--- src/rtl/univ_load_register.sv ---
// Universal load register: parallel load, shift/rotate, count and clear with
// registered serial-out and wrap flags. Optional registered parity output under ULR_PARITY_EN.
module univ_load_register #(
  parameter int              WIDTH   = 4,
  parameter logic [WIDTH-1:0] RST_VAL = {WIDTH{1'b0}}
) (
  input  logic             clk,
  input  logic             rst,
  input  logic             en,
  input  logic             Load,
  input  logic [WIDTH-1:0] inp,
  input  logic [2:0]       mode,
  input  logic             sin,
`ifdef ULR_PARITY_EN
  output logic             parity,
`endif
  output logic [WIDTH-1:0] out,
  output logic             sout,
  output logic             carry,
  output logic             zero
);

  localparam logic [2:0] MODE_HOLD = 3'b000;
  localparam logic [2:0] MODE_SHL  = 3'b001;
  localparam logic [2:0] MODE_SHR  = 3'b010;
  localparam logic [2:0] MODE_ROL  = 3'b011;
  localparam logic [2:0] MODE_ROR  = 3'b100;
  localparam logic [2:0] MODE_INC  = 3'b101;
  localparam logic [2:0] MODE_DEC  = 3'b110;
  localparam logic [2:0] MODE_CLR  = 3'b111;

  localparam logic [WIDTH-1:0] ONE_W  = {{(WIDTH-1){1'b0}}, 1'b1};
  localparam logic [WIDTH-1:0] ZERO_W = {WIDTH{1'b0}};

  function automatic logic even_parity(input logic [WIDTH-1:0] v);
    return ^v;
  endfunction

  logic [WIDTH-1:0] out_q, out_d;
  logic             sout_q, sout_d;
  logic             carry_q, carry_d;

  // Next-state selection: Load wins over mode; carry defaults low on every enabled edge.
  always_comb begin
    out_d   = out_q;
    sout_d  = sout_q;
    carry_d = 1'b0;
    if (Load) begin
      out_d = inp;
    end else begin
      case (mode)
        MODE_HOLD: out_d = out_q;
        MODE_SHL: begin
          out_d  = {out_q[WIDTH-2:0], sin};
          sout_d = out_q[WIDTH-1];
        end
        MODE_SHR: begin
          out_d  = {sin, out_q[WIDTH-1:1]};
          sout_d = out_q[0];
        end
        MODE_ROL: begin
          out_d  = {out_q[WIDTH-2:0], out_q[WIDTH-1]};
          sout_d = out_q[WIDTH-1];
        end
        MODE_ROR: begin
          out_d  = {out_q[0], out_q[WIDTH-1:1]};
          sout_d = out_q[0];
        end
        MODE_INC: begin
          out_d   = out_q + ONE_W;
          carry_d = &out_q;
        end
        MODE_DEC: begin
          out_d   = out_q - ONE_W;
          carry_d = ~|out_q;
        end
        MODE_CLR: out_d = ZERO_W;
        default:  out_d = out_q;
      endcase
    end
  end

  // State register: async reset, otherwise update only on enabled edges.
  always_ff @(posedge clk or posedge rst) begin
    if (rst) begin
      out_q   <= RST_VAL;
      sout_q  <= 1'b0;
      carry_q <= 1'b0;
    end else if (en) begin
      out_q   <= out_d;
      sout_q  <= sout_d;
      carry_q <= carry_d;
    end
  end

`ifdef ULR_PARITY_EN
  logic parity_q;

  // Parity tracks out in lockstep so it never lags the register contents.
  always_ff @(posedge clk or posedge rst) begin
    if (rst) begin
      parity_q <= even_parity(RST_VAL);
    end else if (en) begin
      parity_q <= even_parity(out_d);
    end
  end

  assign parity = parity_q;
`endif

  assign out   = out_q;
  assign sout  = sout_q;
  assign carry = carry_q;
  assign zero  = (out_q == ZERO_W);

endmodule

--- config.mk ---
export PLATFORM = sky130hd
export DESIGN_NAME = univ_load_register
export DESIGN_NICKNAME = d
export VERILOG_FILES = /design/src/rtl/univ_load_register.sv
export SDC_FILE = /design/constraint.sdc
export NUM_CORES = 1
export LEC_CHECK = 0
export CAP_MARGIN = 20
export CORE_MARGIN = 4
export CORE_UTILIZATION = 43
export CTS_CLUSTER_DIAMETER = 30
export DETAILED_ROUTE_END_ITERATION = 10
export GPL_TIMING_DRIVEN = 0
export PLACE_DENSITY = 0.78
export RECOVER_POWER = 50
export SYNTH_ARGS = -nofsm -noshare
export SYNTH_HDL_FRONTEND = slang
export SYNTH_SLANG_ARGS = --single-unit
--- constraint.sdc ---
create_clock -name clk -period 1.7 [get_ports clk]
set_input_delay 0.34 -clock clk [delete_from_list [all_inputs] [get_ports clk]]
set_output_delay 0.34 -clock clk [all_outputs]
set_load 0.005 [all_outputs]
# After elaboration in Yosys (flattened, before gate mapping)
# Index checks and enable logic that the tools add are counted.
# Widths: inputs -> output; s select.
dict set report op_classes {
  addsub 2
  bitwise_logic 1
  reduce_logical 10
  n_eq_ne 8
  mux 5
}
# operator n
set op_table {}
lappend op_table {{$pmux 4 s7} 1}
lappend op_table {{$eq 3x3->1 const B} 4}
lappend op_table {{$eq 3x2->1 const B} 2}
lappend op_table {{$add 4x1->4 const B} 1}
lappend op_table {{$logic_not 4->1} 1}
lappend op_table {{$mux 4} 1}
lappend op_table {{$pmux 1 s2} 2}
lappend op_table {{$reduce_and 4->1} 1}
lappend op_table {{$reduce_or 2->1} 2}
lappend op_table {{$reduce_or 4->1} 1}
lappend op_table {{$sub 4x1->4 const B} 1}
lappend op_table {{$eq 3x1->1 const B} 1}
lappend op_table {{$logic_not 3->1} 1}
lappend op_table {{$reduce_and 3->1} 1}
lappend op_table {{$ne 2x2->1 const B} 1}
lappend op_table {{$reduce_and 2->1} 1}
lappend op_table {{$reduce_bool 2->1} 1}
lappend op_table {{$logic_not 1->1} 1}
lappend op_table {{$mux 1} 1}
lappend op_table {{$not 1->1} 1}
dict set report word_totals {
  output_inout_bits 7
  elab_cells 29
  reg_bits 6
}

# Depth between registers and ports, before layout
# Gate-level depths: netlist (run 1).
dict set report depth {
  word_depth 4
  ltp_mapped 9
  ltp_nobuf 8
}

# Least setup slack after synthesis (run 1)
# Ideal clock, no wire load.
dict set report synth_path {
  path_kind {input port to flip-flop}
  startpoint {in mode[1]}
  endpoint {reg out_q[1] (netlist: out[1])}
  t_arrival_ns 1.730
  setup_slack_ns -0.151
  path_buffers 1
  required_time_ns 1.579
  cell_stages 8
  cell_sequence {buf_6 > nor2b_4 > nand2_1 > xnor2_1 > ha_1 > a31o_1 > a221o_1 > a22o_1}
}
dict set report synth_between {
  elab_chain_len 3
  elab_cells_between_ends 12
  cone_classes {8 x eq/ne; 2 x mux; 2 x reduce/logical}
}
# item line_no
set synth_rtl {}
lappend synth_rtl {{from (decl)} 12} ;# input logic [2:0] mode,
lappend synth_rtl {{$eq 3x3->1 (tied with other cells)} 51} ;# case (mode)
lappend synth_rtl {{$pmux 4 s7 or $ne 2x2->1 (tied branches)} n/a}
lappend synth_rtl {{$mux 4 or $reduce_and 2->1 (tied branches)} n/a}
lappend synth_rtl {{to (signal assigned)} 90} ;# out_q <= out_d;
lappend synth_rtl {{to (decl)} 39} ;# logic [WIDTH-1:0] out_q, out_d;
# Parallel ways exist; a longest one is shown, timed or not.
# A chain may end at the register's enable or synchronous reset.

# Worst setup path after layout (run 1)
dict set report layout_path {
  startpoint {reg out_q[1] (netlist: out[1])}
  endpoint {reg out_q[1] (netlist: out[1])}
}
dict set report layout_between {
  elab_chain_len 3
  elab_cells_between_ends 4
  cone_classes {2 x add/sub; 2 x mux}
}
# item line_no
set layout_rtl {}
lappend layout_rtl {{$sub 4x1->4 or $add 4x1->4 (tied branches)} {74, 70}}
lappend layout_rtl {{$pmux 4 s7 (*)} 51}
lappend layout_rtl {{$mux 4 (*)} 48} ;# if (Load) begin
# Mark *: on every way between the ends. The rest lies on a longest branch, timed or not.

==> metrics, run 1 <==
outcome completed; clk sinks 6; multi-input logic area between 400 and 500 µm²; Pleak between 0.4 and 0.5 nW; first-pass GRT wire length slightly below 3000 µm; setup ws final 26.6 ps; ys flop type dfrtp_1; Worst slew margin 70.4%; drt pass-1 iters 5; Synth top area share 19.7%; H-tree levels 1; Post-DRT Antenna Nets 0; Initial Util 47.9%; synth top area cells dfrtp_1, buf_6, a21oi_1, nor2b_4, o41ai_4; crit path capture type register; via count ~750; Routed Wire Length 1920 µm; library cells used by synthesis 45; critical path class register to register; die height 50.1 µm; Avg WL per Cell 14.5 µm; unrepaired setup endpoints after global routing yes; Layout area overhead 28.5%; flop and latch count out of synthesis 6; fin. max-slew vios 0; Layout Nets about 120; Post-Synth Simple-Gate Area 24.1%; synth warn 0; Avg Inst Size Synth 8.58 µm²; worst slew pin tran about 440 ps; Final Wtd Congestion slightly below 0.9; Net Sw Frac about a third; Worst Clk Skew 0.153 ps; Port Buf Inserts 15; Worst EP arrival 1810 ps; worst-skew pair later-pin latency 240 ps; Post-Synth Adder-Cell Area 1.64%; Startpoint Class register; asr flop ratio synth 100%; Clk pwr share 20.6%; IO Pins 19; DP Worst Slack -223 ps; Core Box Area 0.00159 mm²; CTS Buffer Depth 2; detailed-route DRC error count 0; multiplexer share of the synthesized area 4.75%; Post-synth EDFFs 0; initial antenna violation count 0; crit path time final 1670 ps; area of the die around 0.0025 mm²; CP max FO 10; CTS tree done; Final setup viols 0; Antenna Cells 0; fin crit share 98.4%; filler cell count 137; # rows 14; count leader, synth a21oi_1; Mapped Area between 700 and 800 µm²; area leader, netlist dfrtp_1; overall power between 0.0006 and 0.0007 W; grt ovf 0; Compound-Gate Fraction of Synth Area 31.3%; vias per cell 5.65; Cells after Synth slightly below 90; Syn Nets 102; Register Area 150 µm²; Starting DRT DRC Count 19; largest net degree at the start of global routing 11; PwrDens 650 mW/mm²; largest family of logic cells by synthesized area compound AO/OA/AOI/OAI gates; Max Clk Rate 598 MHz; Inserted Clock Buffers 3; fraction of layout cells with a size suffix above 1 19.4%; total of max-cap violations 0; area share of xor/xnor cells in the synthesized design 3.44%; die width 50.1 µm; cell area after layout about 980 µm²; register share of total power 27.7%; Worst Hold Class input pin to async pin; internal power 0.000416 W; Post-DP HPWL 1400 µm; gr usage total between 10% and 20%; Reg2Reg Depth 7; vias in the first global route between 600 and 700; Max VDD drop approximately 0.33 mV; Psw 0.000221 W; final hold vios 0; clock root buffer clkbuf_4; Post-synth top cells a21oi_1, dfrtp_1, inv_1, nand2_1, buf_6; Clock transition at path regs around 40 ps; sequential area share after synthesis 19.7%; CTS Hold Bufs 0; combinational fraction of design power 51.7%; Worst Path Required approximately 1800 ps; placed cell areas 952 µm²
## power groups by stage
| stage | combinational [W] | clock [W] | sequential, W |
|---|---|---|---|
| 4_1_cts | 0.000330 | 0.000133 | 0.000176 |
| 2_1_floorplan | 0.000215 | 0 | 0.000180 |
| 5_1_grt | 0.000356 | 0.000138 | 0.000180 |
| 3_5_place_dp | 0.000328 | 0 | 0.000178 |
| 3_3_place_gp | 0.000321 | 0 | 0.000178 |
| 6_report | 0.000330 | 0.000131 | 0.000176 |
## cell families after synthesis
kind of cell,after synthesis
multiplexers,3
AND/OR/NAND/NOR,28
adder cells (fa/ha/maj),1
flip-flops,6
AO/OA/AOI/OAI,31
buffers and inverters,17
XOR/XNOR,3
## per-stage QoR
| step | util (%) | cells | TNS (ps) | hold WS [ps] |
|---|---|---|---|---|
| finish | 61.5 | 132 | 0 | 454 |
| CTS | 61.6 | 132 | 0 | 319 |
| global placement | 59.7 | 128 | -409 | 500 |
| detailed placement | 59.7 | 128 | -463 | 510 |
| floorplan | - | 89 | -118 | 131 |
| global route | 61.5 | 132 | -32.9 | 462 |
## sequential cells by signal (all words and copies together), names as in the netlist
register	count
sout	1
carry	1
out	4
## layout make-up
type | count | share of cell area (%)
Multi-Input combinational cell | 66 | 50.8
Clock buffer | 3 | 2.30
Sequential cell | 6 | 15.3
Timing Repair Buffer | 16 | 15.6
Inverter | 6 | 2.30
Tap cell | 24 | 3.06
Buffer | 11 | 10.7
## placed cells by master, fill, tap and decap left out, drive strengths merged, types with 3 or more instances in the layout
| cell type | count |
|---|---|
| clkdlybuf4s50 | 11 |
| buf | 11 |
| o21ai | 8 |
| a21oi | 7 |
| nand2 | 6 |
| inv | 6 |
| dfrtp | 6 |
| nor2 | 5 |
| clkbuf | 5 |
| xnor2 | 3 |
| dlygate4sd3 | 3 |
| nor2b | 3 |
## worst max-delay path: stages (launching register included)
cell and delay (ps):
dfrtp_1 380, buf_6 150, xnor2_1 120, ha_1 300, nand3_1 90, o21ai_1 60
a221o_1 290, a22o_1 170
## metal layers
layer	share of wire, %	global-route usage [%]	wire [µm]
met5	0	0	0
met4	1.7	2.76	32
met3	8.9	4.14	170
met2	47	23.7	910
met1	42	20.0	802
## path summary, 6_finish.rpt
path	from	end	slack, ps
worst min register to register	sout	sout	520
worst max register to register	out[1]	out[1]	30
max in group asynchronous	rst	out[3]	1060
worst max-delay path	out[1]	out[1]	30
worst min-delay path	rst	sout	450
min in group clk	sout	sout	520
## repair_timing
action / in CTS / in global routing
endpoints found under the setup margin: 2 / 3
setup buffers: 1 / 0
pin swaps: 2 / 0
gates resized for setup: 2 / 2
Power figures use the tool's default switching activity.
==> inputs of run 2 (changes only) <==
--- a/config.mk
+++ b/config.mk
@@ -5,8 +5,8 @@
 export SDC_FILE = /design/constraint.sdc
 export NUM_CORES = 1
 export LEC_CHECK = 0
+export ABC_CLOCK_PERIOD_IN_PS = 1700
 export CAP_MARGIN = 20
-export CORE_MARGIN = 4
 export CORE_UTILIZATION = 43
 export CTS_CLUSTER_DIAMETER = 30
 export DETAILED_ROUTE_END_ITERATION = 10
==> run 2 against run 1 <==
Net effect: global-route usage rose by 8.2 points; final cell count fell by 3.8%; highest routed layer unchanged; critical path depth fell by 1; clock skew rose by 1.5 ps; critical endpoint unchanged.
==> metrics, run 2 (synthesis results as in run 1) <==
Worst EP arrival 1810 ps; unrepaired setup endpoints after global routing yes; Core Box Area 0.00158 mm²; Max VDD drop 0.414 mV; DP Worst Slack -230 ps; Startpoint Class register; R2R Path End out[1]; H-tree levels 1; Post-DP HPWL ~1400 µm; most common cell after layout, fill and taps aside clkdlybuf4s50_1; clock root buffer clkbuf_4; detailed-route DRC error count 0; die height 44.1 µm; worst-skew pair later-pin latency 250 ps; R2R Setup Slk 30 ps; fin. max-slew vios 0; die width 44.1 µm; max reg flops 4; grt ovf 0; worst slew pin tran approximately 500 ps; Reg2Reg Depth 6; Final setup viols 0; origin of the critical flop-to-flop path out[1]; Post-DRT Antenna Nets 0; critical path class register to register; area of the die 0.00195 mm²; Antenna Cells 0; Max Clk Rate 597 MHz; commonest cells after routing, fill and taps aside clkdlybuf4s50_1, a21oi_1; Port Buf Inserts 15; clk sinks 6; fraction of layout cells with a size suffix above 1 a little under a quarter; crit path time final 1670 ps; outcome completed; # rows 14; Worst slew margin 66.5%; setup ws final 25.2 ps; vias in the first global route 708; crit path capture type register; largest net degree at the start of global routing 11; Worst Path Required roughly 1800 ps; Starting DRT DRC Count 20; IO Pins 19; setup TNS 0 ps; gr usage total 23.0%; CP max FO 8; CTS tree done; Worst Hold Class input pin to async pin; Layout Nets 126; overall power 0.000666 W; cell area after layout 0.00101 mm²; total of max-cap violations 0; Layout area overhead 31.8%; first-pass GRT wire length ~3300 µm; Initial Util 48.4%; initial antenna violation count 0; CTS Buffer Depth 2; drt pass-1 iters 6; PwrDens roughly 660 mW/mm²; Inserted Clock Buffers 3; Final Wtd Congestion between 0.8 and 0.9; CTS Hold Bufs 0; via count 791; fin crit share between 90% and 100%; Pleak around 0.42 nW; placed cell areas around 940 µm²; Avg WL per Cell 16.0 µm; Clock transition at path regs 50 ps; Routed Wire Length 2030 µm; Final Util 63.8%; final hold vios 0; vias per cell 6.23; Worst Clk Skew 1.65 ps
[run 2: cell types whose count changed in the layout (fill, tap and decap cells not counted)]
cell / delta
buf_4: +3
nor4_1: -1
clkbuf_2: -1
clkdlybuf4s15_2: +1
nor4_2: +1
[run 2: repair_timing]
action | in CTS | in global routing
setup buffers | 1 | 3
setup endpoints to repair | 2 | 3
gates resized for setup | 5 | 0
pin swaps | 2 | 0
gates cloned | 0 | 0
hold endpoints to repair | 0 | 0
[run 2: through the flow]
stage,std cells,hold WS [ps]
2_1_floorplan,89,131
3_3_place_gp,120,500
3_5_place_dp,120,509
4_1_cts,124,323
5_1_grt,127,474
6_report,127,448
[run 2: worst max-delay path by stage]
stage | cells after the start | startpoint | to | slack, ps
floorplan | 8 | mode[1] | out[1] | -120
global placement | 8 | mode[1] | out[1] | -210
detailed placement | 9 | mode[1] | out[1] | -230
CTS | 7 | out[1] | out[1] | 10
global route | 7 | out[1] | out[1] | -30
finish | 6 | out[1] | out[1] | 30
[run 2: area by class of cell]
class,instances,area [µm²]
Multi-Input combinational cell,66,504
Buffer,11,105
Fill cell,137,571
Clock buffer,3,22.5
Inverter,6,22.5
Sequential cell,6,150
Timing Repair Buffer,19,181
Tap cell,16,20.0
[run 2: report_power, final]
part / leakage, nW / switching (W) / internal (W)
clock: 0.0138 / 0.0000562 / 0.0000802
sequential: 0.0736 / 0.0000125 / 0.000164
combinational: 0.332 / 0.000167 / 0.000187
[run 2: per-layer routing]
layer  global-route usage (%)  wire (µm)  up-vias
met4                     5.45         18        0
met2                     37.1       1010       32
li1                         -          -      375
met1                     30.4        893      382
met3                     6.53        101        2
met5                        0          0        -
[run 2: critical path, cell delays in order, from the launching register on]
cell and delay, ps:
dfrtp_1 380, buf_6 140, xnor2_1 120, ha_1 290, a31o_1 180, a221o_1 270
a22o_1 180
